File: src/rtl/poly_voice_mixer.sv
// poly_voice_mixer
//   Allocates incoming notes to a small pool of voice players, tracks how many
//   beats each voice still has to run, gathers one sample from every active
//   voice and mixes them into a single signed output sample.
//
// Ports
//   clk            rising-edge clock
//   reset          asynchronous, active-low reset
//   play_enable    global run; 0 freezes counts, gather and mix pipeline
//   note_to_load   note code for a new request (0 = rest)
//   duration       beat count for a new request
//   load_new_note  one-cycle load request
//   beat           one-cycle beat tick
//   voice_samples  packed samples, voice i at [i*SAMPLE_W +: SAMPLE_W]
//   voice_ready    per-voice sample-valid pulse
//   voice_load     one-hot load pulse to the voice players
//   voice_note     note of the most recently accepted request
//   voice_duration duration of the most recently accepted request
//   voice_active   bit i set while voice i has beats remaining
//   note_dropped   one-cycle pulse when a request finds no voice
//   note_done      high when no voice is active
//   final_sample   signed mixed sample
//   sample_ready   one-cycle pulse, final_sample valid
module poly_voice_mixer #(
    parameter int NUM_VOICES = 4,
    parameter int SAMPLE_W   = 16,
    parameter int NOTE_W     = 6,
    parameter int DUR_W      = 6,
    parameter int STEAL_EN   = 1,
    parameter int MIX_MODE   = 0
) (
    input  logic                           clk,
    input  logic                           reset,
    input  logic                           play_enable,
    input  logic [NOTE_W-1:0]              note_to_load,
    input  logic [DUR_W-1:0]               duration,
    input  logic                           load_new_note,
    input  logic                           beat,
    input  logic [NUM_VOICES*SAMPLE_W-1:0] voice_samples,
    input  logic [NUM_VOICES-1:0]          voice_ready,
    output logic [NUM_VOICES-1:0]          voice_load,
    output logic [NOTE_W-1:0]              voice_note,
    output logic [DUR_W-1:0]               voice_duration,
    output logic [NUM_VOICES-1:0]          voice_active,
    output logic                           note_dropped,
    output logic                           note_done,
    output logic signed [SAMPLE_W-1:0]     final_sample,
    output logic                           sample_ready
);

    localparam int IDX_W = (NUM_VOICES > 1) ? $clog2(NUM_VOICES) : 1;
    localparam int SUM_W = SAMPLE_W + $clog2(NUM_VOICES) + 1;
    localparam int K_W   = $clog2(NUM_VOICES + 1);

    localparam logic signed [SUM_W-1:0] SAT_MAX =
        {{(SUM_W-SAMPLE_W+1){1'b0}}, {(SAMPLE_W-1){1'b1}}};
    localparam logic signed [SUM_W-1:0] SAT_MIN =
        {{(SUM_W-SAMPLE_W+1){1'b1}}, {(SAMPLE_W-1){1'b0}}};

    // Voice bookkeeping
    logic [NUM_VOICES-1:0][DUR_W-1:0]    count_q, count_d;
    logic [NUM_VOICES-1:0]               voiceLoad_q, voiceLoad_d;
    logic [NOTE_W-1:0]                   voiceNote_q;
    logic [DUR_W-1:0]                    voiceDur_q;
    logic                                dropped_q;

    // Gather and mix pipeline
    logic [NUM_VOICES-1:0]               got_q, got_d;
    logic [NUM_VOICES-1:0][SAMPLE_W-1:0] sample_q, sample_d;
    logic signed [SUM_W-1:0]             sum_q, sum_d;
    logic [K_W-1:0]                      kCount_q, kCount_d;
    logic                                valid1_q;
    logic signed [SAMPLE_W-1:0]          final_q;
    logic                                ready_q;

    logic                                reqValid;
    logic                                freeFound;
    logic [IDX_W-1:0]                    freeIdx;
    logic [IDX_W-1:0]                    minIdx;
    logic [DUR_W-1:0]                    minCount;
    logic [IDX_W-1:0]                    targetIdx;
    logic                                accept;
    logic                                drop;
    logic [NUM_VOICES-1:0]               readyLive;
    logic [NUM_VOICES-1:0]               gotEff;
    logic                                gatherDone;
    logic [1:0]                          shiftAmt;
    logic signed [SAMPLE_W-1:0]          normSample;
    logic signed [SAMPLE_W-1:0]          satSample;
    logic signed [SAMPLE_W-1:0]          mixSample;

    // Activity is purely a decode of the beat counters
    always_comb begin
        for (int i = 0; i < NUM_VOICES; i++) begin
            voice_active[i] = (count_q[i] != '0);
        end
        note_done = ~|voice_active;
    end

    // Voice selection: lowest free voice first; otherwise the voice closest
    // to finishing (strict compare keeps ties on the lowest index).
    always_comb begin
        reqValid  = load_new_note & play_enable & (|note_to_load) & (|duration);
        freeFound = 1'b0;
        freeIdx   = '0;
        for (int i = NUM_VOICES - 1; i >= 0; i--) begin
            if (count_q[i] == '0) begin
                freeFound = 1'b1;
                freeIdx   = IDX_W'(i);
            end
        end
        minIdx   = '0;
        minCount = count_q[0];
        for (int i = 1; i < NUM_VOICES; i++) begin
            if (count_q[i] < minCount) begin
                minCount = count_q[i];
                minIdx   = IDX_W'(i);
            end
        end
        targetIdx = freeFound ? freeIdx : minIdx;
        accept    = reqValid & (freeFound | (STEAL_EN != 0));
        drop      = reqValid & ~freeFound & (STEAL_EN == 0);
    end

    // A load wins over a simultaneous beat on the target voice only
    always_comb begin
        voiceLoad_d = '0;
        for (int i = 0; i < NUM_VOICES; i++) begin
            count_d[i] = count_q[i];
            if (accept && (targetIdx == IDX_W'(i))) begin
                count_d[i]     = duration;
                voiceLoad_d[i] = 1'b1;
            end else if (beat && (count_q[i] != '0)) begin
                count_d[i] = count_q[i] - DUR_W'(1);
            end
        end
    end

    // Beat counters, frozen while play is paused
    always_ff @(posedge clk or negedge reset) begin
        if (!reset) begin
            count_q <= '0;
        end else if (play_enable) begin
            count_q <= count_d;
        end
    end

    // Load handshake towards the voice players
    always_ff @(posedge clk or negedge reset) begin
        if (!reset) begin
            voiceLoad_q <= '0;
            voiceNote_q <= '0;
            voiceDur_q  <= '0;
            dropped_q   <= 1'b0;
        end else begin
            voiceLoad_q <= voiceLoad_d;
            dropped_q   <= drop;
            if (accept) begin
                voiceNote_q <= note_to_load;
                voiceDur_q  <= duration;
            end
        end
    end

    // Gather: a ready arriving this cycle counts towards completion now, so
    // the mix starts in the same cycle as the last contributing sample.
    // got bits of inactive voices are masked out of both completion and sum.
    always_comb begin
        readyLive  = voice_ready & voice_active & {NUM_VOICES{play_enable}};
        gotEff     = (got_q & voice_active) | readyLive;
        gatherDone = play_enable & (&(gotEff | ~voice_active)) & (|gotEff);
        got_d      = gatherDone ? '0 : gotEff;
        sum_d      = '0;
        kCount_d   = '0;
        for (int i = 0; i < NUM_VOICES; i++) begin
            sample_d[i] = readyLive[i] ? voice_samples[i*SAMPLE_W +: SAMPLE_W]
                                       : sample_q[i];
            if (gotEff[i]) begin
                sum_d    = sum_d + {{(SUM_W-SAMPLE_W){sample_d[i][SAMPLE_W-1]}},
                                    sample_d[i]};
                kCount_d = kCount_d + K_W'(1);
            end
        end
    end

    // Gather state and stage 1 (sum and contributor count)
    always_ff @(posedge clk or negedge reset) begin
        if (!reset) begin
            got_q    <= '0;
            sample_q <= '0;
            sum_q    <= '0;
            kCount_q <= '0;
            valid1_q <= 1'b0;
        end else if (play_enable) begin
            got_q    <= got_d;
            sample_q <= sample_d;
            valid1_q <= gatherDone;
            if (gatherDone) begin
                sum_q    <= sum_d;
                kCount_q <= kCount_d;
            end
        end
    end

    // Normalising shift approximates division by the contributor count
    always_comb begin
        if (int'(kCount_q) <= 1) begin
            shiftAmt = 2'd0;
        end else if (int'(kCount_q) == 2) begin
            shiftAmt = 2'd1;
        end else if (int'(kCount_q) <= 4) begin
            shiftAmt = 2'd2;
        end else begin
            shiftAmt = 2'd3;
        end
        normSample = SAMPLE_W'(sum_q >>> shiftAmt);
        if (sum_q > SAT_MAX) begin
            satSample = SAT_MAX[SAMPLE_W-1:0];
        end else if (sum_q < SAT_MIN) begin
            satSample = SAT_MIN[SAMPLE_W-1:0];
        end else begin
            satSample = sum_q[SAMPLE_W-1:0];
        end
        mixSample = (MIX_MODE != 0) ? satSample : normSample;
    end

    // Stage 2: silence wins once every voice has finished; sample_ready is
    // kept a single-cycle pulse even while paused.
    always_ff @(posedge clk or negedge reset) begin
        if (!reset) begin
            final_q <= '0;
            ready_q <= 1'b0;
        end else if (note_done) begin
            final_q <= '0;
            ready_q <= 1'b0;
        end else if (play_enable) begin
            ready_q <= valid1_q;
            if (valid1_q) begin
                final_q <= mixSample;
            end
        end else begin
            ready_q <= 1'b0;
        end
    end

    assign voice_load     = voiceLoad_q;
    assign voice_note     = voiceNote_q;
    assign voice_duration = voiceDur_q;
    assign note_dropped   = dropped_q;
    assign final_sample   = final_q;
    assign sample_ready   = ready_q;

endmodule

File: config.mk
export PLATFORM = sky130hd
export DESIGN_NAME = poly_voice_mixer
export DESIGN_NICKNAME = d
export VERILOG_FILES = /design/src/rtl/poly_voice_mixer.sv
export SDC_FILE = /design/constraint.sdc
export NUM_CORES = 1
export LEC_CHECK = 0
export ABC_CLOCK_PERIOD_IN_PS = 13800
export CAP_MARGIN = 20
export CORE_ASPECT_RATIO = 0.7
export CORE_MARGIN = 3
export CORE_UTILIZATION = 50
export DETAILED_ROUTE_END_ITERATION = 8
export PLACE_DENSITY = 0.68
export SLEW_MARGIN = 20
export SYNTH_ARGS = -nofsm -noshare
export SYNTH_HDL_FRONTEND = slang
export SYNTH_SLANG_ARGS = --single-unit
File: constraint.sdc
create_clock -name clk -period 13.8 [get_ports clk]
set_input_delay 2.07 -clock clk [delete_from_list [all_inputs] [get_ports clk]]
set_output_delay 2.07 -clock clk [all_outputs]
set_load 0.1 [all_outputs]
==> impl_summary.log <==
INFO  metric status = finished, final reports clean
INFO  metric final-max-slew-violation-count = 0
INFO  metric yosys.area.top_type = sky130_fd_sc_hd__dfrtp_1
INFO  metric fin_area = between 10,000 and 15,000 µm²
INFO  metric synth.top_cells.by_area = sky130_fd_sc_hd__dfrtp_1 34%, sky130_fd_sc_hd__mux2_2 12%, sky130_fd_sc_hd__ha_1 8.8%
INFO  metric placedInstanceArea = 12,290 µm²
INFO  metric critPathKind = primary input to flip-flop
INFO  metric overflow = 0
INFO  metric route.detailed.drc = 0
INFO  metric synth_top_cell_area_share = 34.17%
INFO  metric wire_per_inst = roughly 18 µm
INFO  metric vias = approximately 9,000
INFO  metric critPathLaunchType = primary input
INFO  metric cts_post_setup_buffers_inserted = 0
INFO  metric vdd.ir_drop.worst = around 0.11 mV
INFO  metric design.die.area = 23,510 µm²
INFO  metric power.switching = 1.648 mW
INFO  metric clk_path_buf_depth = 2
INFO  metric totalNegativeSetupSlack = 0 ns
INFO  metric synthesis.nets = 1,316
INFO  metric number_of_cells_produced_by_synthesis = 1,152
INFO  metric synthesis.area = 10,840 µm²
INFO  metric place.gp.congestion = approximately 0.95
INFO  metric timing.critical_path.arrival = approximately 9.5 ns
INFO  metric slew-limit-headroom = about a third
INFO  metric synth-edff-count = 0
INFO  metric total_count_of_hold_check_failures_in_the_final_report = 0
INFO  metric grt_max_degree = 79
INFO  metric layout-area-overhead-vs-synth = 18.53%
INFO  metric core-area = between 20,000 and 25,000 µm²
INFO  metric cts.htree.levels = 4
INFO  metric cpMostUsedCell = sky130_fd_sc_hd__nand2_1
INFO  metric yosys_warnings = 0
INFO  metric first_pass_iteration_count_of_the_detailed_router = 5
INFO  metric global_route.usage.total = approximately 25%
INFO  metric endpoint_kind = flip-flop
INFO  metric unrepaired_setup_endpoints_after_global_routing = no
INFO  metric route.detailed.vias_per_inst = about 5.8
INFO  metric worstHoldPathType = flip-flop to flip-flop
INFO  metric fin_worst_skew = about 0.0088 ns
INFO  metric cp_top_family = simple AND/OR/NAND/NOR gates
INFO  metric seqPwrFrac = around a fifth
INFO  metric synthFlopType = sky130_fd_sc_hd__dfrtp_1
INFO  metric comb_power_share = approximately 67%
INFO  metric total_wire_length = 28.50 mm
INFO  metric grt_pass1_wl = around 46 mm
INFO  metric boundaryPins = around 120
INFO  metric post_synth.cell_area_avg = roughly 9.4 µm²
INFO  metric port_buffers = around 120
INFO  metric synth-seq-cells = between 100 and 150
INFO  metric cts-resized-gates = 0
INFO  metric power.share.clock = between 10% and 20%
INFO  metric finalSetupViolations = 0
INFO  metric cts_hold_repair_buffers = 0
INFO  metric floorplan.rows = 44
INFO  metric r2r.worst_path.cells = 31
INFO  metric cellLeakagePower = about 5.7 nW
INFO  metric initial_core_util = 51.54%
INFO  metric first_global_vias = 8,693
INFO  metric clock-sinks = 148
INFO  metric cts_inserted_buffers = 17
INFO  metric crit_cells = 31
INFO  metric timing.max_cap.violations = 0
INFO  metric hpwlAfterDp = roughly 21 mm
INFO  metric period_share = between 60% and 70%
INFO  metric die_x = approximately 180 µm
INFO  metric critPathBufInv = 2
INFO  metric post_synth_num_cell_types = between 80 and 90
INFO  metric final_period_minus_worst_setup_slack = roughly 9.2 ns
INFO  metric synth-seq-area-share = about a third
INFO  metric synth_async_sr_flop_share = 100.0%
INFO  metric power.switching_fraction = between 40% and 50%
INFO  metric ant_nets = 0
INFO  metric hold-path-cell-count = 1
INFO  metric intPower = between 1.5 and 2 mW
INFO  metric tritoncts = built
INFO  metric critical-path-max-stage-delay = around 0.54 ns
INFO  metric final_layout_size_suffix_gt1_share = 15.15%
INFO  metric slowest_stage = sky130_fd_sc_hd__o41ai_1
INFO  metric maximum_clock_rate = 108.5 MHz
INFO  metric ctsRootBufferMaster = sky130_fd_sc_hd__clkbuf_16
INFO  metric total_power = about 3.4 mW
INFO  metric tightest_slew = slightly above 1 ns
INFO  metric clkSlewWorstSetupHoldPaths = ~0.070 ns
INFO  metric power_density = between 200 and 300 nW/µm²
INFO  metric final_nets = roughly 1,400
INFO  metric critPathMaxFanout = 52
INFO  metric antenna_found_initial = 0
INFO  metric dieHeight = 129.2 µm
INFO  metric clkLatencyLatePin = roughly 0.44 ns
INFO  metric antennaDiodeCount = 0
INFO  metric required = 14.12 ns
INFO  metric initialDrtViolationCount = ~700
## metrics by stage
stage	instances	utilization (%)	hold WS (ns)	worst slack [ns]
final	1543	61.09	0.4883	4.586
after global routing	1543	61.09	0.4993	4.022
after CTS	1543	61.06	0.4915	4.699
after detailed placement	1512	58.45	0.4744	4.257
after global placement	1512	58.45	0.4675	4.439
after floorplan	1152	-	0.4506	6.034
## layout by cell type, fill, tap and decap left out, drive strengths merged, types with 4 or more instances in the layout
| cell type | synthesis | final |
|---|---|---|
| dfrtp | 148 | 148 |
| nand2 | 132 | 132 |
| mux2 | 124 | 124 |
| clkdlybuf4s50 | 0 | 121 |
| ha | 76 | 76 |
| nor2 | 73 | 73 |
| o21ai | 68 | 68 |
| a21oi | 64 | 64 |
| inv | 50 | 52 |
| mux2i | 46 | 46 |
| xnor2 | 31 | 31 |
| nand3 | 26 | 26 |
| nor3 | 26 | 26 |
| a21o | 25 | 25 |
| xor2 | 24 | 24 |
| and2 | 22 | 22 |
| clkbuf | 33 | 18 |
| a32o | 17 | 17 |
| and3 | 13 | 13 |
| a31oi | 12 | 12 |
| buf | 16 | 12 |
| a22oi | 10 | 10 |
| o211ai | 9 | 9 |
| o21a | 9 | 9 |
| nor2b | 7 | 7 |
| a211oi | 6 | 6 |
| a22o | 5 | 5 |
| clkinv | 0 | 5 |
| clkinvlp | 0 | 5 |
| o31ai | 5 | 5 |
| nand2b | 4 | 4 |
| nand4 | 4 | 4 |
| and4 | 4 | 4 |
| o311ai | 4 | 4 |
## synthesized netlist by cell type (12+ instances only)
library cell                 n
sky130_fd_sc_hd__dfrtp_1   148
sky130_fd_sc_hd__nand2_1   131
sky130_fd_sc_hd__mux2_2    120
sky130_fd_sc_hd__ha_1       76
sky130_fd_sc_hd__nor2_1     71
sky130_fd_sc_hd__a21oi_1    64
sky130_fd_sc_hd__inv_1      45
sky130_fd_sc_hd__mux2i_1    45
sky130_fd_sc_hd__o21ai_0    43
sky130_fd_sc_hd__clkbuf_1   33
sky130_fd_sc_hd__xnor2_1    31
sky130_fd_sc_hd__a21o_1     25
sky130_fd_sc_hd__nand3_1    25
sky130_fd_sc_hd__nor3_1     25
sky130_fd_sc_hd__xor2_1     24
sky130_fd_sc_hd__o21ai_1    23
sky130_fd_sc_hd__and2_1     20
sky130_fd_sc_hd__a32o_1     17
sky130_fd_sc_hd__and3_1     13
sky130_fd_sc_hd__a31oi_1    12
## flip-flops by register name (all words and copies together), names as in the netlist
register / count
sample_q: 64
count_q: 24
sum_q: 19
final_sample: 16
voice_duration: 6
voice_note: 6
got_q: 4
voice_load: 4
kCount_q: 3
sample_ready: 1
valid1_q: 1
## final timing paths
kind,slack (ns),endpoint,start
max,4.59,sum_q[17],play_enable
max in group asynchronous,10.75,got_q[1],reset
max reg2reg,6.13,sum_q[17],count_q[2]
min in group asynchronous,1.66,voice_load[0],reset
min,0.49,sample_q[15],sample_q[15]
min reg2reg,0.49,sample_q[15],sample_q[15]
## final cells by class
cell class / count / area, µm²
Clock buffer: 18 / 439.2
Clock inverter: 13 / 110.1
Fill cell: 1830 / 8183
Inverter: 50 / 187.7
Multi-Input combinational cell: 905 / 6756
Sequential cell: 148 / 3704
Tap cell: 276 / 345.3
Timing Repair Buffer: 133 / 1305
## metal layers
metal	part of all wire, %	GRT usage, %	vias to the layer above
li1	-	-	4382
met1	51	37.12	4303
met2	41	36.47	252
met3	6.1	5.556	35
met4	1.6	6.401	0
met5	0	0	-
## power by group through the flow
stage | Clock (mW) | Sequential, mW | Combinational, mW
floorplan | 0 | 0.859 | 1.53
global placement | 0 | 0.674 | 2.16
detailed placement | 0 | 0.678 | 2.19
CTS | 0.453 | 0.672 | 2.21
global route | 0.473 | 0.692 | 2.48
finish | 0.445 | 0.675 | 2.23
## logic make-up (layout without fill, tap and decap cells)
group / Yosys count / after routing / synth area share, %
AOI/OAI and AO/OA: 269 / 269 / 16.70
xor gates and xnor gates: 55 / 55 / 4.444
adders and majority gates: 81 / 81 / 9.512
buffers and inverters: 99 / 214 / 3.636
DFF: 148 / 148 / 34.17
muxes: 170 / 170 / 17.25
other: 1 / 1 / 0.03460
and+or+nand+nor: 329 / 329 / 14.26
Power figures use the tool's default switching activity.
